<file path="config.mk">
export PLATFORM = sky130hd
export DESIGN_NAME = safety_bist_apb_master
export DESIGN_NICKNAME = d
export VERILOG_FILES = /design/src/rtl/safety_bist_pkg.sv /design/src/rtl/safety_apb_xfer.sv /design/src/rtl/safety_bist_apb_master.sv
export SDC_FILE = /design/constraint.sdc
export NUM_CORES = 1
export LEC_CHECK = 0
export CORE_ASPECT_RATIO = 0.75
export CORE_MARGIN = 3
export CORE_UTILIZATION = 57
export DETAILED_ROUTE_END_ITERATION = 10
export PLACE_DENSITY = 0.9
export SYNTH_ARGS = -nofsm -noshare
export SYNTH_HDL_FRONTEND = slang
export SYNTH_SLANG_ARGS = --single-unit
</file>
<file path="constraint.sdc">
create_clock -name clk_i -period 6.45 [get_ports clk_i]
set_input_delay 0.9675 -clock clk_i [delete_from_list [all_inputs] [get_ports clk_i]]
set_output_delay 0.9675 -clock clk_i [all_outputs]
set_load 0.02 [all_outputs]
</file>
<file path="src/rtl/safety_bist_pkg.sv">
// safety_bist_pkg: register map, bit positions and master FSM states for the BIST APB master
package safety_bist_pkg;
  localparam logic [31:0] BIST_CTRL_OFF   = 32'h0;
  localparam logic [31:0] BIST_STATUS_OFF = 32'h4;
  localparam logic [31:0] BIST_SIG_OFF    = 32'h8;
  localparam int CTRL_START_BIT = 0;
  localparam int CTRL_ABORT_BIT = 1;
  localparam int STAT_DONE_BIT  = 1;
  localparam int STAT_FAIL_BIT  = 2;
  typedef enum logic [2:0] {
    S_IDLE, S_WR_START, S_GAP, S_RD_STATUS, S_RD_SIG, S_FINISH, S_ABORT
  } bist_mst_state_e;
endpackage

</file>
<file path="src/rtl/safety_apb_xfer.sv">
// safety_apb_xfer: single APB transfer engine with SETUP/ACCESS handshake and pready timeout
module safety_apb_xfer #(
  parameter int PREADY_TMO = 16
) (
  input  logic        clk_i,
  input  logic        rst_i,
  input  logic        req_i,
  input  logic        write_i,
  input  logic [31:0] addr_i,
  input  logic [31:0] wdata_i,
  output logic        done_o,
  output logic        tmo_o,
  output logic [31:0] rdata_o,
  output logic        psel_o,
  output logic        penable_o,
  output logic        pwrite_o,
  output logic [31:0] paddr_o,
  output logic [31:0] pwdata_o,
  input  logic [31:0] prdata_i,
  input  logic        pready_i
);
  logic        r_psel, r_penable, r_pwrite, r_done, r_tmo;
  logic [31:0] r_paddr, r_pwdata, r_rdata;
  logic [15:0] r_wait;
  assign psel_o    = r_psel;
  assign penable_o = r_penable;
  assign pwrite_o  = r_pwrite;
  assign paddr_o   = r_paddr;
  assign pwdata_o  = r_pwdata;
  assign done_o    = r_done;
  assign tmo_o     = r_tmo;
  assign rdata_o   = r_rdata;
  // Request is held by the master for a whole state, so a new transfer is refused in the completion cycle
  always_ff @(posedge clk_i) begin
    if (rst_i) begin
      r_psel    <= 1'b0;
      r_penable <= 1'b0;
      r_pwrite  <= 1'b0;
      r_paddr   <= '0;
      r_pwdata  <= '0;
      r_rdata   <= '0;
      r_done    <= 1'b0;
      r_tmo     <= 1'b0;
      r_wait    <= '0;
    end else begin
      r_done <= 1'b0;
      r_tmo  <= 1'b0;
      if (!r_psel) begin
        if (req_i && !r_done && !r_tmo) begin
          r_psel   <= 1'b1;
          r_pwrite <= write_i;
          r_paddr  <= addr_i;
          r_pwdata <= wdata_i;
        end
      end else if (!r_penable) begin
        r_penable <= 1'b1;
        r_wait    <= '0;
      end else if (pready_i) begin
        r_psel    <= 1'b0;
        r_penable <= 1'b0;
        r_done    <= 1'b1;
        r_rdata   <= prdata_i;
      end else if (r_wait == 16'(PREADY_TMO - 1)) begin
        r_psel    <= 1'b0;
        r_penable <= 1'b0;
        r_tmo     <= 1'b1;
      end else begin
        r_wait <= r_wait + 16'd1;
      end
    end
  end
endmodule

</file>
<file path="src/rtl/safety_bist_apb_master.sv">
// safety_bist_apb_master: periodic BIST scheduler driving the execute block's BIST slave over APB
module safety_bist_apb_master import safety_bist_pkg::*; #(
  parameter int          INTERVAL   = 1000,
  parameter int          POLL_GAP   = 8,
  parameter int          MAX_POLLS  = 64,
  parameter int          PREADY_TMO = 16,
  parameter logic [31:0] GOLDEN_SIG = 32'hA5C3_0F1E
) (
  input  logic        clk_i,
  input  logic        rst_i,
  input  logic        enable_i,
  input  logic        core_sleep_i,
  output logic [31:0] paddr_o,
  output logic        psel_o,
  output logic        penable_o,
  output logic        pwrite_o,
  output logic [31:0] pwdata_o,
  input  logic [31:0] prdata_i,
  input  logic        pready_i,
  output logic        bist_pass_o,
  output logic        bist_fail_o,
  output logic        timeout_o,
  output logic [31:0] signature_o,
  output logic [15:0] run_count_o,
  input  logic        clr_i
);
  bist_mst_state_e r_state;
  logic [31:0] r_icnt, r_sig;
  logic [15:0] r_poll, r_gap, r_runs;
  logic        r_exit, r_stat_fail, r_run_tmo, r_pass, r_fail, r_tmo;
  logic        w_req, w_write, w_done, w_tmo, w_exit, w_pass_ok;
  logic [31:0] w_addr, w_wdata, w_rdata;
  assign bist_pass_o = r_pass;
  assign bist_fail_o = r_fail;
  assign timeout_o   = r_tmo;
  assign signature_o = r_sig;
  assign run_count_o = r_runs;
  // Transfer request decoded from the current state
  always_comb begin
    w_req     = r_state inside {S_WR_START, S_RD_STATUS, S_RD_SIG, S_ABORT};
    w_write   = r_state == S_WR_START || r_state == S_ABORT;
    w_addr    = r_state == S_RD_STATUS ? BIST_STATUS_OFF : r_state == S_RD_SIG ? BIST_SIG_OFF : BIST_CTRL_OFF;
    w_wdata   = 32'd1 << (r_state == S_ABORT ? CTRL_ABORT_BIT : CTRL_START_BIT);
    w_exit    = r_exit || !core_sleep_i;
    w_pass_ok = !r_stat_fail && !r_run_tmo && r_sig == GOLDEN_SIG;
  end
  safety_apb_xfer #(.PREADY_TMO(PREADY_TMO)) u_xfer (
    .clk_i(clk_i), .rst_i(rst_i), .req_i(w_req), .write_i(w_write), .addr_i(w_addr), .wdata_i(w_wdata),
    .done_o(w_done), .tmo_o(w_tmo), .rdata_o(w_rdata),
    .psel_o(psel_o), .penable_o(penable_o), .pwrite_o(pwrite_o), .paddr_o(paddr_o), .pwdata_o(pwdata_o),
    .prdata_i(prdata_i), .pready_i(pready_i)
  );
  // Run scheduler; a sleep exit seen during a transfer is remembered and acted on once it completes
  always_ff @(posedge clk_i) begin
    if (rst_i) begin
      r_state     <= S_IDLE;
      r_icnt      <= 32'(INTERVAL);
      r_poll      <= '0;
      r_gap       <= '0;
      r_runs      <= '0;
      r_sig       <= '0;
      r_exit      <= 1'b0;
      r_stat_fail <= 1'b0;
      r_run_tmo   <= 1'b0;
      r_pass      <= 1'b0;
      r_fail      <= 1'b0;
      r_tmo       <= 1'b0;
    end else begin
      r_pass <= 1'b0;
      r_fail <= (r_state == S_FINISH && !w_pass_ok) || (r_fail && !clr_i);
      r_tmo  <= (r_state == S_FINISH && r_run_tmo) || (r_tmo && !clr_i);
      if (!core_sleep_i && r_state inside {S_WR_START, S_RD_STATUS, S_RD_SIG}) r_exit <= 1'b1;
      case (r_state)
        S_IDLE:
          if (!(enable_i && core_sleep_i)) r_icnt <= 32'(INTERVAL);
          else if (r_icnt != '0) r_icnt <= r_icnt - 32'd1;
          else begin
            r_state     <= S_WR_START;
            r_exit      <= 1'b0;
            r_stat_fail <= 1'b0;
            r_run_tmo   <= 1'b0;
          end
        S_WR_START:
          if (w_done) begin
            r_state <= w_exit ? S_ABORT : S_GAP;
            r_poll  <= '0;
            r_gap   <= '0;
          end
        S_GAP:
          if (!core_sleep_i) r_state <= S_ABORT;
          else if (r_gap == 16'(POLL_GAP - 1)) r_state <= S_RD_STATUS;
          else r_gap <= r_gap + 16'd1;
        S_RD_STATUS:
          if (w_done) begin
            r_poll <= r_poll + 16'd1;
            r_gap  <= '0;
            if (w_exit) r_state <= S_ABORT;
            else if (w_rdata[STAT_DONE_BIT]) begin
              r_stat_fail <= w_rdata[STAT_FAIL_BIT];
              r_state     <= S_RD_SIG;
            end else if (r_poll + 16'd1 == 16'(MAX_POLLS)) begin
              r_run_tmo <= 1'b1;
              r_state   <= S_FINISH;
            end else r_state <= S_GAP;
          end
        S_RD_SIG:
          if (w_done) begin
            r_sig   <= w_exit ? r_sig : w_rdata;
            r_state <= w_exit ? S_ABORT : S_FINISH;
          end
        S_FINISH: begin
          r_pass  <= w_pass_ok;
          r_runs  <= r_runs + {15'd0, r_runs != 16'hFFFF};
          r_icnt  <= 32'(INTERVAL);
          r_state <= S_IDLE;
        end
        S_ABORT:
          if (w_done || w_tmo) begin
            r_icnt  <= 32'(INTERVAL);
            r_state <= S_IDLE;
          end
        default: r_state <= S_IDLE;
      endcase
      if (w_tmo && r_state != S_ABORT) begin
        r_run_tmo <= 1'b1;
        r_state   <= S_FINISH;
      end
    end
  end
endmodule

</file>
; ---- Word-level counts from Yosys, hierarchy flattened
; Index checks and enable logic that the tools add are counted.
[classes]
add_sub_neg = 5
n_mul = 0
div = 0
n_lt_le_gt_ge = 0
eq_ne = 37
shifts = 1
n_mux = 54
bitwise_logic = 4
reduce_logical = 48
[ops]
columns = op, n
row1 = 16-bit 2-to-1 mux, 7
row2 = 32-bit 2-to-1 mux, 3
row3 = 32-bit one-hot mux with 3 select lines, 1
row4 = 16-bit one-hot mux with 2 select lines, 2
row5 = 16-bit by 1-bit adder with 16-bit output (second input constant), 3
row6 = 3-bit 2-to-1 mux, 13
row7 = 32-bit equality test (second input constant), 1
row8 = 32-bit nonzero test, 1
row9 = 1-bit by 1-bit << shifter with 32-bit output (first input constant), 1
row10 = 32-bit by 1-bit subtractor with 32-bit output (second input constant), 1
row11 = 1-bit 2-to-1 mux, 22
row12 = 7-bit AND reduction, 3
row13 = 3-bit inequality test (second input constant), 6
row14 = 3-bit one-hot mux with 6 select lines, 1
row15 = 16-bit by 1-bit adder with 16-bit output, 1
row16 = 16-bit by 3-bit equality test with 1-bit output (second input constant), 1
row17 = 16-bit by 4-bit equality test with 1-bit output (second input constant), 1
row18 = 16-bit by 7-bit equality test with 1-bit output (second input constant), 1
row19 = 16-bit inequality test (second input constant), 1
row20 = 3-bit by 1-bit inequality test with 1-bit output (second input constant), 5
row21 = 3-bit AND reduction, 5
row22 = 2-bit inequality test (second input constant), 7
row23 = 2-bit by 1-bit inequality test with 1-bit output (second input constant), 6
row24 = 1-bit logical AND, 11
row25 = 21 further kinds, 45
[word_totals]
reg_bits = 238
latch_bits = 0
ram_bits = 0
mem_bits_ro = 0
out_inout_bits = 118
memories = 0

; ---- Logic depth before layout (Yosys ltp)
[logic_depth]
ltp_word = 8
ltp_mapped = 11
ltp_nobuf = 11

; ---- By module
; Synthesis repeated with hierarchy kept, for this count alone.
[hier_totals]
hier_cells = 1348
area_unflattened_um2 = 10512.6
[by_module_without_submodules]
columns = module, instances, cells_each, area_each_um2, seq_area_each_um2
row1 = safety_bist_apb_master, 1, 785, 6093.3, 2422.3
row2 = safety_apb_xfer, 1, 563, 4419.2, 2342.2

; ---- Least setup slack after synthesis
; OpenSTA, ideal clock, no wires.
[synth_path]
kind = register to register
startpoint = register r_runs[7] (netlist: run_count_o[7])
endpoint = register r_runs[14] (netlist: run_count_o[14])
setup_time_ns = 0.128
t_arrival_ns = 2.480
slack_ns = 3.842
path_stages_with_launch = 12
n_path_buf = 0
period_less_slack_ns = 2.608
path_cell_list = dfxtp_1 > and3_1 > and3_1 > nand4_1 > or4_1 > ha_1 > ha_1 > nand4_1 > nor2_1 > nand4_1 > xor2_1 > nor2_1
[synth_via]
elab_chain_cells = 2
[synth_rtl]
columns = element, line_no
row1 = start: declaration, safety_bist_apb_master.sv:29  ; logic [15:0] r_poll, r_gap, r_runs;
row2 = start signal: assignment, safety_bist_apb_master.sv:113  ; r_runs <= r_runs + {15'd0, r_runs != 16'hFFFF};
row3 = 16-bit inequality test, safety_bist_apb_master.sv:113
row4 = 16-bit by 1-bit adder with 16-bit output (*), safety_bist_apb_master.sv:113
; Every way passes the cells marked *; elsewhere a longest branch is shown, timed or not.
; A chain may end at the register's enable or synchronous reset.

; ---- Worst setup path in the final report
[layout_path]
startpoint = input port core_sleep_i
endpoint = register r_state[2]
[layout_via]
elab_chain_cells = 6
elab_cells_between_ends = 13
cone_classes = 2 x eq/ne / 7 x mux / 4 x reduce/logical
[layout_rtl]
columns = element, line_no
row1 = start: declaration, safety_bist_apb_master.sv:12  ; input logic core_sleep_i,
row2 = 1-bit zero test, -
row3 = 1-bit logical OR, safety_bist_apb_master.sv:44  ; w_exit = r_exit || !core_sleep_i;
row4 = "3-bit 2-to-1 mux, on equally long branches", "safety_bist_apb_master.sv:97, safety_bist_apb_master.sv:85"
row5 = "3-bit 2-to-1 mux, on equally long branches", "safety_bist_apb_master.sv:94, safety_bist_apb_master.sv:84"
row6 = 3-bit one-hot mux with 6 select lines, safety_bist_apb_master.sv:73  ; case (r_state)
row7 = 3-bit 2-to-1 mux, safety_bist_apb_master.sv:124  ; if (w_tmo && r_state != S_ABORT) begin
row8 = end signal: assignment, safety_bist_apb_master.sv:85  ; r_state <= w_exit ? S_ABORT : S_GAP;
row9 = end signal: assignment, safety_bist_apb_master.sv:109  ; r_state <= w_exit ? S_ABORT : S_FINISH;
row10 = end: declaration, safety_bist_apb_master.sv:27  ; bist_mst_state_e r_state;
; Parallel ways exist; a longest one is shown, timed or not. The select of a mux whose other input is x is not followed.

==> results.toml <==
[synth]
synth_cell_type_count = 69
yosys.area_share.simple_pct = 26.59
synth_top_family_by_area = "simple AND/OR/NAND/NOR gates"
yosysWarnings = 0
async_flop_share_pct = 0
netlist_instances = 1081
synth_area_leaders = "dfxtp_1 (41%), nand2_1 (7.9%), a21oi_1 (7.1%), buf_4 (5.4%), nor2_1 (4.3%)"
synth_edf_count = 0
yosys.area.top_type = "dfxtp_1"
yosysTopAreaCellShare_pct = 41.29
ys_seq_elements = 178
synth-compound-area-share_pct = 17.24
synth_ff_type = "dfxtp_1"
muxShareOfSynthArea_pct = 0.4639
synth-xor-area-share_pct = 4.668
post_synth.cell_area_avg_sq_um = 7.984
seq_area_frac_synth_pct = 41.29
synth_fa_ha_area_share_pct = 1.015
mappedNetlistArea_sq_um = 8631

[cts]
clk_pin_slew_ns = 0.08
cts_tree = "yes"
cts.root.buffer_cell = "clkbuf_16"
ctsHoldBuffers = 0
clkLatencyLatePin_ns = 0.45
htree_levels = 4
cts_setup_buffers = 0
clock_sinks = 178
clockBufferDepth = 2
cts_buffers = 17
cts_resized = 0

[die]
die_w_microns = 148.1
num_io_pins = 156
num_rows = 38
start_util_pct = 58.94
core_area_sq_um = 14640
die_y_microns = 112.6
die_area_sq_um = 16670

[cells_and_area]
drive_gt1_share_pct = 4.870
num_antenna_cells = 0
layout_commonest_cell = "nand2_1"
syn_to_final_growth_pct = 15.76
fin_nets = 1182
fin_area_sq_um = 9991
final_cell_mix = "nand2_1 (182), dfxtp_1 (178), a21oi_1 (123)"
fill_cells = 1180

[routing]
drt_wl_total_mm = 20.62
antenna_left = 0
dr_total_vias = 7789
drtPass1Iterations = 5
drc_errors = 0
viasPerCell = 5.770
drt-wirelength-per-cell_microns = 15.27
drt-initial-drc-count = 657

[timing]
relSlewSlack_pct = 16.64
skew_ns = 0.01624
tns_ns = 0
slew_viol_final = 0
rsz0062_at_grt = "false"
min_period_over_period_pct = 52.16
final-hold-violation-count = 0
finalCriticalPeriod_ns = 3.364
whs_ns = 0.4553
tightestPinTransition_ns = 1.250
timing.fmax_ghz = 0.2972
finalSetupViolations = 0

[setup_path]
max_stage_delay_ns = 0.63
cp.arrival_ns = 3.66
critPathBufInv = 1
cp_max_fo = 14
startpoint_type = "primary input"
cp-end-kind = "flip-flop"
crit_family = "compound AO/OA/AOI/OAI gates"
slowest_stage = "clkdlybuf4s50_1"
cp_cell_sequence = "clkdlybuf4s50_1 > nor4bb_1 > nand4_1 > o31ai_4 > a31oi_2 > a2111oi_4 > a2111oi_2"
required_ns = 6.75
critPathKind = "primary input to flip-flop"

[power]
p_per_area_nw_per_um2 = 257.6
peakVddDrop_uv = 162.9
leakagePower_nw = 3.335

[min_path]
hold_class = "flip-flop to flip-flop"

[grt]
grt_antenna_before_repair = 0
grtUsageTotal_pct = 24.46
overflow = 0
grt_max_degree = 95
grt_pass1_vias = 6990
grt_pass1_wl_mm = 34.03

[place]
hpwl_mm = 13.55
place.gp.congestion = 0.8724
portBuffers = 95
placed_area_sq_um = 9387

[outcome]
status = "completed"

[flow_run]
drv_cap = 0
## report_power, final
part	switching, W	internal (W)	leakage, nW	total [W]
registers	0.0000435	0.00112	1.43	0.00117
clock network	0.000512	0.000528	0.293	0.00104
logic	0.000241	0.000127	1.61	0.000368
## flip-flops by register name, summed over array words and instances, names as in the netlist
| name | flops |
|---|---|
| u_xfer.tmo_o | 1 |
| run_count_o | 16 |
| r_exit | 1 |
| r_gap | 16 |
| u_xfer.penable_o | 1 |
| r_icnt | 32 |
| r_run_tmo | 1 |
| timeout_o | 1 |
| r_poll | 16 |
| u_xfer.r_wait | 16 |
| bist_pass_o | 1 |
| u_xfer.done_o | 1 |
| u_xfer.psel_o | 1 |
| u_xfer.pwrite_o | 1 |
| r_state | 3 |
| r_stat_fail | 1 |
| u_xfer.rdata_o | 32 |
| u_xfer.paddr_o | 2 |
| u_xfer.pwdata_o | 2 |
| bist_fail_o | 1 |
| signature_o | 32 |
## kinds of logic after synthesis
kind of cell | count (synthesis)
AND/OR/NAND/NOR | 472
multiplexers | 4
AO/OA/AOI/OAI | 238
flip-flops | 178
adder cells (fa/ha/maj) | 7
XOR/XNOR | 46
buffers and inverters | 135
other | 1
## layout make-up
type / count / area, sq um / area share (%)
Timing Repair Buffer: 100 / 985.9 / 9.869
Clock buffer: 18 / 429.2 / 4.296
Tap cell: 200 / 250.2 / 2.505
Multi-Input combinational cell: 827 / 4538 / 45.42
Sequential cell: 178 / 3563 / 35.67
Clock inverter: 14 / 175.2 / 1.753
Inverter: 13 / 48.80 / 0.4884
## worst reg2reg max path, stage by stage, from the launching register on
cell      delay, ns
dfxtp_1        0.82
and3b_1        0.46
a31oi_1        0.08
buf_4          0.24
a211oi_1       0.80
a21boi_0       0.21
or3_1          0.37
## cell usage after synthesis (3+ instances only)
| library cell | n |
|---|---|
| ha_1 | 7 |
| nor4b_1 | 4 |
| nand2b_1 | 5 |
| mux2i_1 | 4 |
| o31ai_1 | 8 |
| or3_1 | 24 |
| a21o_1 | 4 |
| clkbuf_1 | 55 |
| nor2_1 | 99 |
| a211oi_1 | 6 |
| a31o_2 | 3 |
| nor3_1 | 20 |
| buf_4 | 62 |
| a22oi_1 | 3 |
| xor2_1 | 15 |
| and3_1 | 12 |
| dfxtp_1 | 178 |
| inv_1 | 13 |
| o21ai_0 | 35 |
| nand3_1 | 25 |
| buf_2 | 3 |
| a211o_1 | 3 |
| nand3b_1 | 3 |
| a2111oi_0 | 4 |
| nor2b_1 | 11 |
| nor4_1 | 25 |
| or2_2 | 4 |
| o21a_1 | 3 |
| a31oi_1 | 4 |
| o41ai_1 | 6 |
| xnor2_1 | 31 |
| a41oi_1 | 4 |
| or4_1 | 13 |
| and4_1 | 6 |
| nand2_1 | 182 |
| nand4b_1 | 7 |
| o21bai_1 | 4 |
| a311oi_1 | 5 |
| nor3b_1 | 3 |
| a21oi_1 | 123 |
| nand4_1 | 19 |
| o31a_1 | 4 |
## stage by stage
step	std cells	util [%]	setup WS, ns	total power (W)
floorplan	1140	-	3.842	0.001490
global placement	1318	64.10	2.832	0.001544
detailed placement	1318	64.10	2.712	0.001549
CTS	1350	68.22	3.115	0.002577
global route	1350	68.22	2.929	0.002677
finish	1350	68.22	3.086	0.002573
## layer usage
| layer | GRT usage (%) | wire length (microns) | up-vias |
|---|---|---|---|
| li1 | - | - | 3803 |
| met2 | 37.28 | 9445 | 282 |
| met3 | 7.466 | 1555 | 36 |
| met5 | 0 | 0 | - |
| met4 | 8.246 | 378 | 0 |
| met1 | 33.27 | 9238 | 3668 |
## worst paths after layout
check	start	end	slack [ns]	cells past startpoint
max	core_sleep_i	r_state[2]	3.09	7
min	u_xfer.rdata_o[7]	signature_o[7]	0.46	2
max reg2reg	r_state[0]	r_icnt[7]	3.34	6
min reg2reg	u_xfer.rdata_o[7]	signature_o[7]	0.46	2
Power figures use the tool's default switching activity.
